**config.mk**
```make
export PLATFORM = sky130hd
export DESIGN_NAME = screen_sequencer
export DESIGN_NICKNAME = d
export VERILOG_FILES = /design/src/rtl/game_pkg.sv /design/src/rtl/frame_tick.sv /design/src/rtl/screen_sequencer.sv
export SDC_FILE = /design/constraint.sdc
export NUM_CORES = 1
export LEC_CHECK = 0
export ABC_AREA = 1
export BUFFER_PORTS_ARGS = -buffer_cell sky130_fd_sc_hd__buf_2
export CELL_PAD_IN_SITES_DETAIL_PLACEMENT = 0
export CELL_PAD_IN_SITES_GLOBAL_PLACEMENT = 1
export CORE_MARGIN = 10
export CORE_UTILIZATION = 40
export CTS_BUF_LIST = sky130_fd_sc_hd__clkbuf_8
export DETAILED_ROUTE_END_ITERATION = 7
export PLACE_DENSITY = 0.8
export SETUP_SLACK_MARGIN = 0.1
export SLEW_MARGIN = 20
export SYNTH_ARGS = -nofsm -noshare
export SYNTH_HDL_FRONTEND = slang
export SYNTH_HIERARCHICAL = 1
export SYNTH_SLANG_ARGS = --single-unit
export TNS_END_PERCENT = 20
```
**constraint.sdc**
```tcl
create_clock -name clk -period 3.9 [get_ports clk]
set_clock_uncertainty 0.05 [all_clocks]
set_input_delay 0.78 -clock clk [delete_from_list [all_inputs] [get_ports clk]]
set_output_delay 0.78 -clock clk [all_outputs]
set_load 0.01 [all_outputs]
```
**src/rtl/game_pkg.sv**
```systemverilog
// Shared constants for the screen sequencer: default geometry/timing and FSM state encodings.
package game_pkg;

   localparam int DEF_NUM_FRAMES  = 3;
   localparam int DEF_SCREEN_W    = 160;
   localparam int DEF_SCREEN_H    = 120;
   localparam int DEF_TICK_CYCLES = 12500000;
   localparam int DEF_LOOP        = 1;

   localparam logic [2:0] IDLE   = 3'd0;
   localparam logic [2:0] LOAD   = 3'd1;
   localparam logic [2:0] DRAW   = 3'd2;
   localparam logic [2:0] HOLD   = 3'd3;
   localparam logic [2:0] CHOSEN = 3'd4;

endpackage

```
**src/rtl/frame_tick.sv**
```systemverilog
// Frame-period counter: counts 0..TICK_CYCLES-1 while enabled and flags the last count.
// A clear restarts the period so the cycle after the clear reads zero.
module frame_tick
   import game_pkg::*;
#(
   parameter int TICK_CYCLES = DEF_TICK_CYCLES
) (
   input  logic clk,
   input  logic stateReset,
   input  logic clear,
   input  logic enable,
   output logic expire
);

   localparam int CW = $clog2(TICK_CYCLES);
   localparam logic [CW-1:0] LAST = CW'(TICK_CYCLES - 1);

   logic [CW-1:0] count;

   // Period counter: restart on clear, wrap after the terminal count.
   always_ff @(posedge clk) begin
      if (stateReset || clear) begin
         count <= '0;
      end else if (enable) begin
         count <= (count == LAST) ? '0 : count + 1'b1;
      end
   end

   assign expire = enable && (count == LAST);

endmodule

```
**src/rtl/screen_sequencer.sv**
```systemverilog
// Cycles through title/choose screens: each frame is drawn pixel by pixel into a frame
// buffer, then held until the frame period elapses or the user selects it.
//
// state  | meaning
// IDLE   | waiting for start, outputs quiet
// LOAD   | one cycle: pixel cursor, tick counter and pending flags reset
// DRAW   | one pixel written per cycle, raster order
// HOLD   | frame shown; select -> CHOSEN, tick -> next frame
// CHOSEN | one cycle: chosen pulse, chosenFrame latched
module screen_sequencer
   import game_pkg::*;
#(
   parameter int NUM_FRAMES  = DEF_NUM_FRAMES,
   parameter int SCREEN_W    = DEF_SCREEN_W,
   parameter int SCREEN_H    = DEF_SCREEN_H,
   parameter int TICK_CYCLES = DEF_TICK_CYCLES,
   parameter int LOOP        = DEF_LOOP
) (
   input  logic                                   clk,
   input  logic                                   stateReset,
   input  logic                                   start,
   input  logic                                   userSel,
   output logic [$clog2(SCREEN_W)-1:0]            x,
   output logic [$clog2(SCREEN_H)-1:0]            y,
   output logic [$clog2(SCREEN_W*SCREEN_H)-1:0]   address,
   output logic [$clog2(NUM_FRAMES)-1:0]          frameSel,
   output logic                                   plot,
   output logic                                   chosen,
   output logic [$clog2(NUM_FRAMES)-1:0]          chosenFrame,
   output logic                                   busy
);

   localparam int XW = $clog2(SCREEN_W);
   localparam int YW = $clog2(SCREEN_H);
   localparam int FW = $clog2(NUM_FRAMES);

   localparam logic [XW-1:0] X_LAST = XW'(SCREEN_W - 1);
   localparam logic [YW-1:0] Y_LAST = YW'(SCREEN_H - 1);
   localparam logic [FW-1:0] F_LAST = FW'(NUM_FRAMES - 1);

   logic [2:0] state;
   logic [2:0] nextState;
   logic       selPending;
   logic       tickPending;
   logic       tickExpire;
   logic       lastPixel;
   logic       lastFrameStuck;

   assign lastPixel      = (x == X_LAST) && (y == Y_LAST);
   // Without looping the last frame is terminal: only a select can leave it.
   assign lastFrameStuck = (LOOP == 0) && (frameSel == F_LAST);

   // The tick restarts on every entry to LOAD so LOAD itself is count zero of the period.
   frame_tick #(
      .TICK_CYCLES (TICK_CYCLES)
   ) uTick (
      .clk        (clk),
      .stateReset (stateReset),
      .clear      (nextState == LOAD),
      .enable     (state != IDLE),
      .expire     (tickExpire)
   );

   // Next-state decision; select outranks tick in HOLD.
   always_comb begin
      nextState = state;
      case (state)
         IDLE:    if (start) nextState = LOAD;
         LOAD:    nextState = DRAW;
         DRAW:    if (lastPixel) nextState = HOLD;
         HOLD: begin
            if (selPending || userSel) begin
               nextState = CHOSEN;
            end else if ((tickExpire || tickPending) && !lastFrameStuck) begin
               nextState = LOAD;
            end
         end
         CHOSEN:  nextState = IDLE;
         default: nextState = IDLE;
      endcase
   end

   // State register.
   always_ff @(posedge clk) begin
      if (stateReset) state <= IDLE;
      else            state <= nextState;
   end

   // Pixel cursor: zeroed on the way into LOAD, walked in raster order during DRAW.
   // Address is stepped alongside x/y instead of computing y*SCREEN_W+x.
   always_ff @(posedge clk) begin
      if (stateReset) begin
         x       <= '0;
         y       <= '0;
         address <= '0;
      end else if (nextState == LOAD) begin
         x       <= '0;
         y       <= '0;
         address <= '0;
      end else if ((state == DRAW) && !lastPixel) begin
         address <= address + 1'b1;
         if (x == X_LAST) begin
            x <= '0;
            y <= y + 1'b1;
         end else begin
            x <= x + 1'b1;
         end
      end
   end

   // Frame index: zero on start, advanced (with wrap) when HOLD moves on to the next frame.
   always_ff @(posedge clk) begin
      if (stateReset) begin
         frameSel <= '0;
      end else if ((state == IDLE) && start) begin
         frameSel <= '0;
      end else if ((state == HOLD) && (nextState == LOAD)) begin
         frameSel <= (frameSel == F_LAST) ? '0 : frameSel + 1'b1;
      end
   end

   // Pending flags remember events that arrive while a frame is still being drawn.
   // A select in LOAD wins over the LOAD-time clear so it is not lost.
   always_ff @(posedge clk) begin
      if (stateReset) begin
         selPending  <= 1'b0;
         tickPending <= 1'b0;
      end else begin
         if (((state == LOAD) || (state == DRAW)) && userSel) selPending <= 1'b1;
         else if ((state == LOAD) || (state == CHOSEN) || (state == IDLE)) selPending <= 1'b0;

         if ((state == DRAW) && tickExpire) tickPending <= 1'b1;
         else if ((state == LOAD) || (state == IDLE)) tickPending <= 1'b0;
      end
   end

   // Chosen frame is captured on entry to CHOSEN so it is already valid during the pulse.
   always_ff @(posedge clk) begin
      if (stateReset)               chosenFrame <= '0;
      else if (nextState == CHOSEN) chosenFrame <= frameSel;
   end

   assign plot   = (state == DRAW);
   assign chosen = (state == CHOSEN);
   assign busy   = (state != IDLE);

endmodule
```
After elaboration in Yosys (flattened, before gate mapping)
Index checks and enable logic that the tools add are counted.
Word-level totals
  bits in registers: 63
  latch bits: 0
  memory bits (writable): 0
  ROM bits: 0
  bits of input ports: 4
  output and inout bits: 37
  memories: 0
Cells by class
  add/sub/neg operators: 5
  multipliers: 0
  div/mod/pow operators: 0
  $lt $le $gt $ge: 0
  equal/unequal tests: 10
  shifts and indexed selects: 0
  multiplexer cells: 12
  bitwise logic cells: 0
  reductions and logical operators: 22
Operator list (count)
  $add 24x1->24 const B: 1
  $eq 24x24->1 const B: 1
  $mux 24: 1
  $add 15x1->15 const B: 1
  $mux 3: 4
  $pmux 3 s4: 1
  $add 8x1->8 const B: 1
  $eq 8x8->1 const B: 1
  $mux 8: 1
  $add 7x1->7 const B: 1
  $eq 7x7->1 const B: 1
  $logic_and 1x1->1: 7
  $logic_or 1x1->1: 7
  $eq 3x1->1 const B: 2
  $eq 3x2->1 const B: 2
  $eq 3x3->1 const B: 2
  $mux 1: 4
  $reduce_bool 2->1: 2
  $reduce_or 2->1: 2
  $logic_not 3->1: 1
  $reduce_bool 3->1: 1
  $add 2x1->2 const B: 1
  $eq 2x2->1 const B: 1
  $mux 2: 1
  other kinds (2): 2

Depth between registers and ports, before layout
  depth in word-level cells: 8
  depth in mapped cells: 18

Cells and area by module
Netlist, hierarchy kept.
By module, submodules not included
  screen_sequencer: instances 1, cells each 307, area an instance 2188.3 µm², sequential area each 780.7 µm²
  frame_tick: instances 1, cells each 198, area an instance 1362.6 µm², sequential area each 480.5 µm²

Worst setup path after synthesis
Ideal clock, no wire load.
  kind: register to register
  start point: reg state[1]
  end point: reg uTick.count[18]
  library setup time: 0.062 ns
  arrival time: 2.297 ns
  required time: 3.788 ns
  slack: 1.491 ns
  stages on the path, launching flop included: 19
  path buffers: 1
  path through: dfxtp_1 > nor2_1 > nand2_1 > buf_6 > nand2_1 > nor3_1 > nand2_1 > nor2_4 > nor2_1 > nand2_1 > nor2_1 > nor2_1 > nand2_2 > inv_1 > nor2_2 > clkinv_1 > nor2_4 > nand2_1 > nor2_2
On the way
  longest elaborated chain between the ends: 8
  elaborated cells on any way between the ends: 14
  those cells by class: eq/ne (4); mux (5); reduce/logical (5)
Ends and longest elaborated chain
  start, declared: RTL line screen_sequencer.sv:41  | logic [2:0] state;
  start signal, assigned: RTL line screen_sequencer.sv:86  | else state <= nextState;
  $reduce_bool 3->1
  net busy: RTL line screen_sequencer.sv:30  | output logic busy
  $logic_and 1x1->1: RTL line frame_tick.sv:29  | assign expire = enable && (count == LAST);
  net tickExpire: RTL line screen_sequencer.sv:45  | logic tickExpire;
  $logic_or 1x1->1: RTL line screen_sequencer.sv:74  | end else if ((tickExpire || tickPending) && !lastFrameStuck) begin
  $mux 3: RTL line screen_sequencer.sv:74
  $mux 3: RTL line screen_sequencer.sv:72  | if (selPending || userSel) begin
  $pmux 3 s4: RTL line screen_sequencer.sv:67  | case (state)
  $eq 3x1->1: RTL line screen_sequencer.sv:59  | .clear (nextState == LOAD),
  $logic_or 1x1->1: RTL line frame_tick.sv:22  | if (stateReset || clear) begin
  end signal, assigned: RTL line frame_tick.sv:25  | count <= (count == LAST) ? '0 : count + 1'b1;
  end, declared: RTL line frame_tick.sv:18  | logic [CW-1:0] count;
The timed path passes the listed nets, and every way through them passes these cells.
A chain may end at the register's enable or synchronous reset.

Final worst setup path
  start point: reg state[1]
  end point: reg uTick.count[18]
On the way
  longest elaborated chain between the ends: 8
  elaborated cells on any way between the ends: 14
  those cells by class: eq/ne (4); mux (5); reduce/logical (5)
Ends and longest elaborated chain
  $reduce_bool 3->1: RTL line screen_sequencer.sv:60  | .enable (state != IDLE),
  $logic_and 1x1->1: RTL line frame_tick.sv:29
  net tickExpire: RTL line screen_sequencer.sv:45
  $logic_or 1x1->1: RTL line screen_sequencer.sv:74
  $mux 3: RTL line screen_sequencer.sv:74
  $mux 3: RTL line screen_sequencer.sv:72
  $pmux 3 s4: RTL line screen_sequencer.sv:67
  $eq 3x1->1: RTL line screen_sequencer.sv:59
  $logic_or 1x1->1: RTL line frame_tick.sv:22
The timed path passes the listed nets, and every way through them passes these cells.

==> summary.md <==
| Metric | Value |
|---|---|
| Outcome | `complete, no violations` |
| Die Area | `0.0130 mm²` |
| Post-CTS Hold Buffers | `0` |
| Most frequent cells in the layout | `132 x nand2_1, 76 x nor2_1, 63 x dfxtp_1` |
| Crit Path Category | `reg2reg` |
| Number of synthesized flops with an enable pin | `0` |
| Distinct cells, synth | `35` |
| Wire per inst | `12.4 µm` |
| Most common cell after layout, fill and taps aside | `nand2_1` |
| All-layer global routing usage | `about an eighth` |
| Unrepaired setup endpoints after global routing | `no` |
| Reg area | `roughly 0.0013 mm²` |
| Core Region | `between 0.008 and 0.009 mm²` |
| Yosys warning total | `6` |
| Syn Area/Cell | `around 7 µm²` |
| Max Slew Vio Count | `0` |
| Post-detailed-route count of antenna-violating nets | `0` |
| Worst Hold Depth | `2` |
| Number of DRC markers in iteration 0 | `between 100 and 150` |
| CTS Root Cell | `clkbuf_8` |
| Crit end category | `flip-flop` |
| Setup Fix Bufs, Post-CTS | `0` |
| First-pass GRT wire length | `14200 µm` |
| GP Congestion | `between 0.8 and 0.9` |
| Vias in the first global route | `between 3000 and 4000` |
| Clock-pin transition on the worst setup and hold timing paths | `roughly 0.080 ns` |
| CTS Sinks | `63` |
| CP max FO | `10` |
| Clk_lat worst skew | `~0.35 ns` |
| RR Endpoint | `uTick/count[18]` |
| Total grt overflow | `0` |
| Final hold vios | `0` |
| Leak | `0.00151 µW` |
| Slew HR | `65.4%` |
| Largest net degree at the start of global routing | `31` |
| FF+latch count, synth | `between 60 and 70` |
| Most used flip-flop cell after synthesis | `dfxtp_1` |
| Hold endpoint | `tickPending` |
| I/O pin total | `around 40` |
| Arrival @ worst endpoint | `3.09 ns` |
| Pwr/cell area | `approximately 350 mW/mm²` |
| Initial antenna violation count | `0` |
| Worst vdd ir | `0.251 mV` |
| Num CTS Buffers | `9` |
| Die Ht | `approximately 110 µm` |
| CTS tree | `done` |
| Clock Path Buffers | `2` |
| Post-CTS sizing | `0` |
| Sequential share of the synthesized area | `35.5%` |
| Port buffer count | `40` |
| Starting Density | `between 40 and 50%` |
| Reg2Reg Setup Slack | `1.04 ns` |
| Fmax | `around 0.35 GHz` |
| FP Rows | `34` |
| Post-Route Setup TNS | `0 ns` |
| Worst Setup Start Kind | `flip-flop` |
| Slew @ Worst Pin | `~0.52 ns` |
| Mapped Area | `~0.0036 mm²` |
| Setup violations, final | `0` |
| Tcrit/Tclk final | `about three quarters` |
| Final core utilization | `between 40% and 50%` |
| Drt via density | `~4.8` |
| Synth async-reset ratio | `0%` |
| Post-layout nets | `between 500 and 600` |
| DR pass1 iterations | `4` |
| DP Wirelength | `slightly above 6000 µm` |
| Fillers | `931` |
| Minimum clock period | `2.86 ns` |
| Ant diodes | `0` |
| Footprint of the multi-input gates | `between 0.002 and 0.0025 mm²` |
| Register-to-Register Path Depth | `17` |
| Proportion of layout cells with a drive suffix above 1 | `a little under a quarter` |
| Hold crit path type | `reg2reg` |
| Vias | `3202` |
| Routed WL | `8200 µm` |
| Cell count after synthesis | `between 500 and 600` |
| WP data required | `4.13 ns` |
| DIE WIDTH | `roughly 110 µm` |
| Hold wc startpoint | `tickPending` |
| Reg2Reg Launch Point | `state[1]` |
| Max Cap Viol | `0` |
| Net Count, Synth | `about 510` |
| Area grow syn2layout | `14.1%` |
| # DRC | `0` |
| CTS H-tree depth | `3` |
==> area by class of cell <==
class                   count  share of cell area (%)
clock inverters             5                    1.98
repair buffers             40                    4.94
flip-flops and latches     63                    31.1
multi-input cells         382                    50.0
inverters                  53                    4.91
well taps                 108                    3.34
clock buffers              11                    3.74
==> per-stage QoR <==
stage	hold WS, ns	power [µW]	cells	instance area (µm²)	worst slack [ns]
after detailed placement	0.418	765	646	3820	1.04
after global placement	0.410	765	646	3820	1.14
after global routing	0.453	1470	662	4050	0.579
final	0.425	1410	662	4050	1.04
after CTS	0.429	1430	662	4050	1.02
after floorplan	0.388	750	505	3550	1.49
==> how the worst max path moves through the flow <==
stage	startpoint	end	slack, ns	depth (start not counted)
3_5_place_dp	state[1]	uTick/count[22]	1.04	17
3_3_place_gp	state[1]	uTick/count[18]	1.14	17
4_1_cts	state[1]	uTick/count[18]	1.02	17
6_report	state[1]	uTick/count[18]	1.04	17
2_1_floorplan	state[1]	uTick/count[18]	1.49	18
5_1_grt	state[1]	uTick/count[15]	0.58	17
==> cells by family (layout without fill, tap and decap cells) <==
| logic type | count (synthesis) | count (layout) | share of synthesized area, % |
|---|---|---|---|
| AOI/OAI and AO/OA | 49 | 49 | 10.1 |
| xor gates and xnor gates | 22 | 22 | 5.43 |
| adders and majority gates | 4 | 4 | 1.41 |
| buffers and inverters | 60 | 109 | 7.51 |
| DFF | 63 | 63 | 35.5 |
| muxes | 1 | 1 | 0.282 |
| and+or+nand+nor | 306 | 306 | 39.8 |
==> cell usage after synthesis, types with 2 or more instances <==
cell type	instances	area share (%)
a21oi_1	13	1.8
buf_6	4	1.3
buf_4	2	0.42
or2_2	2	0.35
nand2_2	12	2.1
inv_2	8	0.85
xor2_1	15	3.7
nand2_1	132	14
nand4_1	7	1.2
nor3_1	15	2.1
a21oi_2	24	5.9
nor2_2	7	1.2
nand3b_1	2	0.42
o21ai_0	5	0.70
inv_1	44	4.7
nand3_1	34	4.8
nor2_4	9	2.9
ha_1	4	1.4
nor4_1	2	0.35
nand3_2	2	0.56
nor2_1	76	8.0
nand2_4	2	0.63
xnor2_1	7	1.7
dfxtp_1	63	36
nor3_2	4	1.1
==> layer usage <==
metal / share of wire [%] / track usage [%] / vias to the layer above
li1: - / - / 1702
met1: 48 / 15.9 / 1456
met2: 47 / 21.0 / 36
met3: 4.3 / 3.77 / 8
met4: 1.2 / 5.01 / 0
met5: 0 / 0 / -
==> critical path, cell delays in order, from the launching register on <==
cell      delay (ns)
dfxtp_1         0.36
nor2_1          0.24
nand2_1         0.32
nand2_1         0.17
nor3_1          0.07
nand2_1         0.17
nor2_4          0.06
nor2_1          0.09
nand2_1         0.05
nor2_1          0.10
nor2_1          0.07
nand2_2         0.10
inv_1           0.05
nor2_2          0.16
clkinv_1        0.27
nor2_4          0.31
nand2_1         0.10
nor2_2          0.08
==> power by group <==
group	leakage, µW	internal, µW	switching, µW
Combinational	0.000893	21.7	71.2
Clock	0.000112	394	267
Sequential	0.000508	649	6.90
Total	0.00151	1060	345
==> state kept, by name, summed over array words and instances, names as in the netlist <==
signal       count
tickPending      1
x                8
state            3
frameSel         2
selPending       1
y                7
chosenFrame      2
uTick/count     24
address         15
Power figures use the tool's default switching activity.
